<file path="config.mk">
export PLATFORM = sky130hd
export DESIGN_NAME = seg7_scan_driver_flat
export DESIGN_NICKNAME = d
export VERILOG_FILES = /design/src/rtl/seg7_scan_driver_pkg.sv /design/src/rtl/seg7_scan_driver_if.sv /design/src/rtl/seg7_scan_driver_decode.sv /design/src/rtl/seg7_scan_driver.sv /design/src/flat_wrapper.sv
export SDC_FILE = /design/constraint.sdc
export NUM_CORES = 1
export LEC_CHECK = 0
export ABC_AREA = 0
export CORE_UTILIZATION = 40
export DETAILED_ROUTE_END_ITERATION = 16
export DONT_BUFFER_PORTS = 1
export PLACE_DENSITY = 0.6
export SYNTH_ARGS = -nofsm -noshare
export SYNTH_HDL_FRONTEND = slang
export SYNTH_SLANG_ARGS = --single-unit
export TNS_END_PERCENT = 50
</file>
<file path="constraint.sdc">
create_clock -name clk -period 2.3 [get_ports clk]
set_clock_uncertainty 0.1 [all_clocks]
set_input_delay 0.115 -clock clk [delete_from_list [all_inputs] [get_ports clk]]
set_output_delay 0.115 -clock clk [all_outputs]
set_load 0.005 [all_outputs]
</file>
<file path="src/rtl/seg7_scan_driver_pkg.sv">
// Segment constants and BCD-to-segment lookup shared by the scan driver.
// Patterns are active-high lit, ordered {a,b,c,d,e,f,g}.
package seg7_pkg;

   localparam logic [6:0] SEG_BLANK = 7'b0000000;

   localparam logic [6:0] SEG_DIGIT [10] = '{
      7'b1111110, 7'b0110000, 7'b1101101, 7'b1111001, 7'b0110011,
      7'b1011011, 7'b1011111, 7'b1110000, 7'b1111111, 7'b1111011
   };

   function automatic logic [6:0] bcd_to_seg(input logic [3:0] code);
      if (code > 4'd9) return SEG_BLANK;
      return SEG_DIGIT[code];
   endfunction

endpackage

</file>
<file path="src/rtl/seg7_scan_driver_if.sv">
// Load handshake between the BCD producer and the scan driver.
// The producer holds bcd_in/dp_in stable while load_valid && !load_ready.
interface seg7_scan_driver_if #(
   parameter int NUM_DIGITS = 4
);

   logic                      load_valid;
   logic                      load_ready;
   logic [4*NUM_DIGITS-1:0]   bcd_in;
   logic [NUM_DIGITS-1:0]     dp_in;

   modport master (
      output load_valid, bcd_in, dp_in,
      input  load_ready
   );

   modport slave (
      input  load_valid, bcd_in, dp_in,
      output load_ready
   );

endinterface

</file>
<file path="src/rtl/seg7_scan_driver_decode.sv">
// Combinational BCD digit to active-high segment pattern.
// Codes 10..15 decode to all segments off.
module seg7_decode
   import seg7_pkg::*;
(
   input  logic [3:0] code,
   output logic [6:0] seg
);

   assign seg = bcd_to_seg(code);

endmodule

</file>
<file path="src/rtl/seg7_scan_driver.sv">
// Multiplexed 7-segment driver: double-buffered BCD load, digit scan,
// leading-zero blanking and registered, polarity-adjusted pin outputs.
module seg7_scan_driver
   import seg7_pkg::*;
#(
   parameter int NUM_DIGITS     = 4,
   parameter int SCAN_DIV       = 1000,
   parameter bit ACTIVE_LOW_SEG = 1'b1,
   parameter bit ACTIVE_LOW_DIG = 1'b1,
   parameter bit BLANK_LEADING  = 1'b1
) (
   input  logic                  clk,
   input  logic                  rst,
   seg7_scan_driver_if.slave     load,
   output logic [6:0]            seg,
   output logic                  dp,
   output logic [NUM_DIGITS-1:0] dig_en,
   output logic                  frame_done
);

   localparam int IDX_W = (NUM_DIGITS > 1) ? $clog2(NUM_DIGITS) : 1;
   localparam int CNT_W = $clog2(SCAN_DIV);
   localparam int BW    = 4 * NUM_DIGITS;

   localparam logic [IDX_W-1:0] IDX_LAST = IDX_W'(NUM_DIGITS - 1);
   localparam logic [CNT_W-1:0] CNT_LAST = CNT_W'(SCAN_DIV - 1);

   logic [CNT_W-1:0]      slot_cnt;
   logic [IDX_W-1:0]      dig_idx;
   logic                  pend_full;
   logic [BW-1:0]         pend_bcd;
   logic [NUM_DIGITS-1:0] pend_dp;
   logic [BW-1:0]         disp_bcd;
   logic [NUM_DIGITS-1:0] disp_dp;
   logic [NUM_DIGITS-1:0] blank;
   logic [NUM_DIGITS-1:0] onehot;
   logic                  zero_above;
   logic                  take;
   logic [3:0]            cur_code;
   logic [6:0]            cur_seg;
   logic [6:0]            lit_seg;
   logic                  lit_dp;

   assign load.load_ready = !pend_full;
   assign take            = load.load_valid && !pend_full;
   assign frame_done      = (dig_idx == IDX_LAST) && (slot_cnt == CNT_LAST);

   always_ff @(posedge clk) begin
      if (rst) begin
         slot_cnt <= '0;
         dig_idx  <= '0;
      end else if (slot_cnt == CNT_LAST) begin
         slot_cnt <= '0;
         dig_idx  <= (dig_idx == IDX_LAST) ? '0 : dig_idx + IDX_W'(1);
      end else begin
         slot_cnt <= slot_cnt + CNT_W'(1);
      end
   end

   // Display only ever changes at a frame boundary, so no frame is torn.
   always_ff @(posedge clk) begin
      if (rst) begin
         pend_full <= 1'b0;
         pend_bcd  <= '0;
         pend_dp   <= '0;
         disp_bcd  <= '1;
         disp_dp   <= '0;
      end else if (take) begin
         pend_full <= 1'b1;
         pend_bcd  <= load.bcd_in;
         pend_dp   <= load.dp_in;
      end else if (frame_done && pend_full) begin
         pend_full <= 1'b0;
         disp_bcd  <= pend_bcd;
         disp_dp   <= pend_dp;
      end
   end

   always_comb begin
      blank      = '0;
      zero_above = 1'b1;
      for (int i = NUM_DIGITS - 1; i >= 1; i--) begin
         zero_above = zero_above && (disp_bcd[4*i +: 4] == 4'd0);
         blank[i]   = BLANK_LEADING && zero_above;
      end
   end

   assign cur_code = disp_bcd[4*int'(dig_idx) +: 4];

   seg7_decode u_decode (
      .code (cur_code),
      .seg  (cur_seg)
   );

   assign lit_seg = blank[dig_idx] ? SEG_BLANK : cur_seg;
   assign lit_dp  = !blank[dig_idx] && disp_dp[dig_idx];

   // Slot 0 keeps every digit off to hide the segment change (anti-ghost).
   assign onehot = (slot_cnt != '0) ? (NUM_DIGITS'(1) << dig_idx) : '0;

   always_ff @(posedge clk) begin
      if (rst) begin
         seg    <= {7{ACTIVE_LOW_SEG}};
         dp     <= ACTIVE_LOW_SEG;
         dig_en <= {NUM_DIGITS{ACTIVE_LOW_DIG}};
      end else begin
         seg    <= lit_seg ^ {7{ACTIVE_LOW_SEG}};
         dp     <= lit_dp ^ ACTIVE_LOW_SEG;
         dig_en <= onehot ^ {NUM_DIGITS{ACTIVE_LOW_DIG}};
      end
   end

endmodule

</file>
<file path="src/flat_wrapper.sv">
// flat-port wrapper written by rule: the top's interface ports become plain ports
module seg7_scan_driver_flat import seg7_pkg::*;
#(
   parameter int NUM_DIGITS     = 4,
   parameter int SCAN_DIV       = 1000,
   parameter bit ACTIVE_LOW_SEG = 1'b1,
   parameter bit ACTIVE_LOW_DIG = 1'b1,
   parameter bit BLANK_LEADING  = 1'b1
)
  (clk, rst, seg, dp, dig_en, frame_done, load_load_valid, load_bcd_in, load_dp_in, load_load_ready);
  seg7_scan_driver_if #(.NUM_DIGITS(NUM_DIGITS)) load_i ();
  input  logic clk;
  input  logic rst;
  output logic [6:0] seg;
  output logic dp;
  output logic [NUM_DIGITS-1:0] dig_en;
  output logic frame_done;
  input wire logic [$bits(load_i.load_valid)-1:0] load_load_valid;
  input wire logic [$bits(load_i.bcd_in)-1:0] load_bcd_in;
  input wire logic [$bits(load_i.dp_in)-1:0] load_dp_in;
  output wire logic [$bits(load_i.load_ready)-1:0] load_load_ready;
  assign load_i.load_valid = load_load_valid;
  assign load_i.bcd_in = load_bcd_in;
  assign load_i.dp_in = load_dp_in;
  assign load_load_ready = load_i.load_ready;
  seg7_scan_driver #(.NUM_DIGITS(NUM_DIGITS), .SCAN_DIV(SCAN_DIV), .ACTIVE_LOW_SEG(ACTIVE_LOW_SEG), .ACTIVE_LOW_DIG(ACTIVE_LOW_DIG), .BLANK_LEADING(BLANK_LEADING)) u_core (.clk(clk), .rst(rst), .load(load_i), .seg(seg), .dp(dp), .dig_en(dig_en), .frame_done(frame_done));
endmodule
</file>
Word level (Yosys, flattened, before mapping):

Memories as Yosys holds them, arrays and structs flattened.
Cells that the tools add are included.
W data, S select, Z words.

* bits in latches: 0
* memories: 1
* word-level logic and storage cells: 54
* bits in read-only memories: 112
* output and inout bits: 14
* register bits: 65
* RAM bits: 0

Memories
* (name not given): words 16, bits a word 7, read ports 1, clocked after Yosys merged registers in 0, wr ports 0, line seg7_scan_driver_pkg.sv:14 `return SEG_DIGIT[code];`

* equality and inequality tests: 2
* add/sub/neg operators: 2
* mux-type cells: 14
* shifts and indexed selects: 2
* multipliers: 0
* bitwise gates (word level): 5
* reduce and logical (&&, ||, !) cells: 15
* order comparisons: 3
* div/mod/pow operators: 0

Operator list (number)
* $mux W7: 5
* $shiftx A16 B5 Y4: 1
* $logic_not A4 Y1: 3
* $add A10 B1 Y10 const B: 1
* $eq A10 B10 Y1 const B: 1
* $reduce_bool A10 Y1: 1
* $not A7 Y7: 1
* $logic_and A1 B1 Y1: 6
* $ge A5 B5 Y1 const B: 1
* $mux W1: 5
* $not A4 Y5: 1
* $bmux W1 S2: 2
* $gt A4 B4 Y1 const B: 1
* $mux W4: 1
* $not A4 Y4: 1
* $shl A1 B2 Y4 const A: 1
* $lt A2 B3 Y1 const B: 1
* $add A2 B1 Y2 const B: 1
* $eq A2 B2 Y1 const B: 1
* $logic_not A1 Y1: 2
* $mux W2: 1
* $not A1 Y1: 2
* $reduce_and A2 Y1: 1
* $reduce_bool A2 Y1: 1
* $reduce_or A2 Y1: 1

Longest topological paths before layout:

* depth in word-level cells: 8
* depth in mapped cells: 8
* mapped depth without buffers: 7

Modules after synthesis:

From an unflattened synthesis, not the netlist that was laid out.

* cell total of the unflattened synthesis: 322
* area, all modules: 2920.3 um^2

By module, submodules not included
* seg7_scan_driver: area an instance 2730.1 um^2, sequential area each 1301.2 um^2, cells each 296, times used 1
* seg7_decode: area an instance 190.2 um^2, sequential area each 0.0 um^2, cells each 26, times used 1

Worst setup path after synthesis:

No wires, ideal clock.

* path type: register -> register
* from: register u_core.dig_idx[0]
* to: register u_core.seg[2]
* buffers on the path: 1
* arrival: 1.956 ns
* clock period less this slack: 2.201 ns
* setup time: 0.145 ns
* cell stages (with the launch flop): 9
* setup slack: 0.099 ns
* cells stage by stage: dfxtp_1 -> buf_6 -> mux4_1 -> inv_1 -> ha_1 -> nor2_1 -> o21ai_2 -> nor4b_4 -> o311ai_1

* cells in the longest elaborated chain, start to end: 8
* elaborated cells between the ends (all ways): 12
* those cells by class: 1 x order compare; 1 x shift; 7 x mux; 2 x bitwise; 1 x memory

Ends and longest elaborated chain
* start, declared: line seg7_scan_driver.sv:29 `logic [IDX_W-1:0] dig_idx;`
* start signal, assigned: line seg7_scan_driver.sv:54 `dig_idx <= (dig_idx == IDX_LAST) ? '0 : dig_idx + IDX_W'(1);`
* $shiftx A16 B5 Y4: line seg7_scan_driver.sv:88 `assign cur_code = disp_bcd[4*int'(dig_idx) +: 4];`
* $not A4 Y5 (not written as such): line seg7_scan_driver_pkg.sv:14
* $mem_v2 Z16 W7
* $mux W7 (not written as such) (2 in a row): line seg7_scan_driver_pkg.sv:14
* $mux W7: line seg7_scan_driver_pkg.sv:14
* $mux W7 (*): line seg7_scan_driver.sv:95 `assign lit_seg = blank[dig_idx] ? SEG_BLANK : cur_seg;`
* $not A7 Y7 (no line) (*)
* end signal, assigned: line seg7_scan_driver.sv:103 `seg <= {7{ACTIVE_LOW_SEG}};`
* end signal, assigned: line seg7_scan_driver.sv:107 `seg <= lit_seg ^ {7{ACTIVE_LOW_SEG}};`
* end, declared: line seg7_scan_driver.sv:15 `output logic [6:0] seg,`

Every way passes the cells marked *; elsewhere a longest branch is shown, timed or not. The select of a mux whose other input is x is not followed.
A chain may end at the register's enable or synchronous reset.

Worst setup path after layout:

Same ends and word-level chain as after synthesis.

==> metrics.md <==
| Metric | Value |
|---|---|
| Number of rows created at floorplan | `29` |
| Initial cell density of the core | `between 40 and 50%` |
| Clock net sink count | `65` |
| Post-DP HPWL | `~3.5 mm` |
| Post-synth ARST share | `0%` |
| Synth top area cells | `sky130_fd_sc_hd__dfxtp_1 48%, sky130_fd_sc_hd__nand2_1 7.7%, sky130_fd_sc_hd__a211o_1 5.1%` |
| Post-synth design cell area | `between 0.002 and 0.003 sq mm` |
| Routed WL | `5.16 mm` |
| Max stage delay cell, worst path | `sky130_fd_sc_hd__mux4_1` |
| Number of different library cells in the post-synthesis netlist | `43` |
| Slew headroom | `a little under three fifths` |
| Most crowded layer after global routing | `met2` |
| Clock latency of the later-clocked register in the worst-skew pair | `~0.33 ns` |
| Required time of the critical path | `roughly 2.4 ns` |
| Post-detailed-route via-to-cell ratio | `4.98` |
| Largest net degree at the start of global routing | `just under 50` |
| Final-stage net count | `between 300 and 400` |
| Post-route setup slack | `0.159 ns` |
| M1 GR Usage | `roughly 20%` |
| Design area | `roughly 0.0032 sq mm` |
| Worst hold path class | `primary input to register` |
| Slew of the pin with the lowest slew margin | `between 0.6 and 0.7 ns` |
| Number of diodes added for antenna fixing | `0` |
| Fin crit share | `between 90% and 100%` |
| Maximum count of clock buffers along a single path | `2` |
| Largest delay share family, worst path | `multiplexers` |
| Number of DRC markers in iteration 0 | `49` |
| Antenna-violating nets left | `0` |
| Upper clock frequency limit | `roughly 470 MHz` |
| Worst Hold Slack | `between 0.06 and 0.07 ns` |
| Clock tree root driver cell | `sky130_fd_sc_hd__clkbuf_8` |
| Fin Setup TNS | `0 ns` |
| Endpoint arrival time on the critical path | `~2.3 ns` |
| Met2 track utilization from global routing | `around a quarter` |
| I/O pin cnt | `37` |
| Maximum fanout encountered on the critical timing path | `6` |
| Fraction of synthesized cell area taken by the top area cell type | `a little under half` |
| Core area | `approximately 0.0065 sq mm` |
| Post-layout minimum cycle time | `~2.1 ns` |
| Fillcell total | `about 650` |
| Utilization of the core after routing | `between 50% and 60%` |
| Critical path cell sequence | `mux4_1 -> inv_1 -> ha_1 -> nor2_1 -> o21ai_2 -> nor4b_4 -> buf_4 -> o311ai_1` |
| Max-cap violations | `0` |
| Number of setup violations in the final report | `0` |
| Kind of end point of the critical path | `register` |
| IR drop worst, VDD | `around 0.00038 V` |
| CP peak stage delay | `slightly below 0.6 ns` |
| Run status | `complete, no violations` |
| Number of hold violations in the final report | `0` |
| Per-cell routed wire length | `around 12 microns` |
| Setup repair after global routing missed its margin | `no` |
| Global routing usage summed across all routing layers | `roughly 16%` |
| Sequential area share after synthesis | `~48%` |
| Yosys warnings | `0` |
| Initial antenna violation count | `0` |
| Most common library cells after synthesis | `65 x sky130_fd_sc_hd__dfxtp_1, 56 x sky130_fd_sc_hd__nand2_1, 37 x sky130_fd_sc_hd__nor2_1` |
| Clock input transition at the sequential cells of the worst setup and hold paths | `roughly 0.07 ns` |
| Final max-slew violation count | `0` |
| Overall power of the completed layout | `approximately 2.1 mW` |
| Vias after detailed routing | `slightly above 2,000` |
| Die span in y | `84.7 microns` |
| Category of the critical setup timing path | `register to register` |
| Dpl cell area | `approximately 0.0028 sq mm` |
| Number of port buffers | `0` |
| Dominant cell by count in the synthesized netlist | `sky130_fd_sc_hd__dfxtp_1` |
| Die width | `roughly 85 microns` |
| Final weighted congestion in routability-driven placement | `between 0.7 and 0.8` |
| Number of buffers created by CTS | `9` |
| Cell taking the most area after synthesis | `sky130_fd_sc_hd__dfxtp_1` |
| DP Cell Count | `about 370` |
| Post-synth EDFFs | `0` |
| Synthesized area divided by synthesized cell count | `roughly 9 sq um` |
| Post-layout instance count excluding filler cells | `413` |
| Number of global-route vias before repair | `approximately 2,000` |
| Setup slack after placement | `~0.017 ns` |
| Count of mapped cells out of synthesis | `306` |
| CTS tree | `yes` |
| Iteration count of the initial detailed-routing pass | `4` |
| Layout-stage area growth over the synthesis result | `18.1%` |
| Proportion of layout cells with a drive suffix above 1 | `between 8 and 9%` |
| Synth Flop Type | `sky130_fd_sc_hd__dfxtp_1` |
| Met3 GRT Util | `under 10%` |
| Residual DRC count | `0` |
| Power density of the placed cells | `~650 mW/mm^2` |
| Synthesized net count | `340` |
| Synth Register Bits | `65` |
| Critical path buffers and inverters | `2` |
| Floorplan die area | `~0.0072 sq mm` |
| H-tree depth | `3` |
| Wire length of the first global-routing pass | `around 9.1 mm` |
| Leakage power summed over all cells | `1.24 nW` |
| Gr ovfl total | `0` |
| Startpoint Class | `register` |
==> logic make-up (layout without fill, tap and decap cells) <==
family,count (synthesis),count (layout),synth area share (%)
simple gates,119,119,20.0
flops,65,65,47.6
compound gates,49,49,11.8
buf+inv,44,74,6.49
fa+ha+maj,11,11,5.03
mux,11,11,6.86
xor+xnor,7,7,2.24
==> per-layer routing <==
layer / up-vias / wire length, microns
li1: 1070 / -
met1: 945 / 2450
met2: 37 / 2430
met3: 6 / 229
met4: 0 / 53
met5: - / 0
==> final timing paths <==
path              slack, ns           startpoint                   to  cells past startpoint
setup / recovery       0.16    u_core.dig_idx[0]        u_core.seg[2]                      8
hold / removal         0.07                  rst   u_core.slot_cnt[1]                      2
setup reg to reg       0.16    u_core.dig_idx[0]        u_core.seg[2]                      8
hold reg to reg        0.35  u_core.pend_bcd[14]  u_core.pend_bcd[14]                      2
==> state kept, by name (all words and copies together), names as in the netlist <==
register / cells
u_core.disp_bcd: 16
u_core.pend_bcd: 16
u_core.slot_cnt: 10
u_core.seg: 7
u_core.dig_en: 4
u_core.disp_dp: 4
u_core.pend_dp: 4
u_core.dig_idx: 2
u_core.dp: 1
u_core.pend_full: 1
==> worst reg2reg max path, stage by stage, from the launching register on <==
cell and delay (ns):
sky130_fd_sc_hd__dfxtp_1 0.39, sky130_fd_sc_hd__mux4_1 0.59, sky130_fd_sc_hd__inv_1 0.13, sky130_fd_sc_hd__ha_1 0.19, sky130_fd_sc_hd__nor2_1 0.06, sky130_fd_sc_hd__o21ai_2 0.10
sky130_fd_sc_hd__nor4b_4 0.21, sky130_fd_sc_hd__buf_4 0.17, sky130_fd_sc_hd__o311ai_1 0.08
==> final cells by class <==
class	instances	area, sq um	area share, %
timing repair buffer	30	308	9.53
clock buffer	12	145	4.49
tap	77	96.3	2.98
inverter	29	109	3.37
clock inverter	3	17.5	0.542
multi-input combinational	197	1250	38.8
sequential	65	1300	40.3
==> cell usage in the layout (no fill, tap or decap), types with 2 or more instances in the layout <==
master	n
sky130_fd_sc_hd__a211o_1	16
sky130_fd_sc_hd__a21oi_1	23
sky130_fd_sc_hd__and4_1	2
sky130_fd_sc_hd__buf_12	2
sky130_fd_sc_hd__buf_4	5
sky130_fd_sc_hd__clkbuf_1	2
sky130_fd_sc_hd__clkbuf_8	10
sky130_fd_sc_hd__clkinv_2	2
sky130_fd_sc_hd__dfxtp_1	65
sky130_fd_sc_hd__dlygate4sd3_1	23
sky130_fd_sc_hd__ha_1	11
sky130_fd_sc_hd__inv_1	29
sky130_fd_sc_hd__mux2i_1	6
sky130_fd_sc_hd__mux4_1	3
sky130_fd_sc_hd__mux4_2	2
sky130_fd_sc_hd__nand2_1	56
sky130_fd_sc_hd__nand3_1	4
sky130_fd_sc_hd__nor2_1	37
sky130_fd_sc_hd__nor3_1	4
sky130_fd_sc_hd__o21ai_0	2
sky130_fd_sc_hd__o21ai_1	2
sky130_fd_sc_hd__or4_1	2
sky130_fd_sc_hd__xnor2_1	5
sky130_fd_sc_hd__xor2_1	2
==> timing repair <==
action | CTS | global route
resized for setup | 0 | 1
setup buffers | 0 | 1
endpoints found under the hold margin | 57 | 0
hold buffers | 24 | 0
setup endpoints to repair | 0 | 7
==> report_power, final <==
group / switching [mW] / internal [mW] / total [mW]
clock network: 0.394 / 0.411 / 0.805
registers: 0.0169 / 1.15 / 1.17
logic: 0.0616 / 0.0551 / 0.117
(Power assumes the default switching activity.)
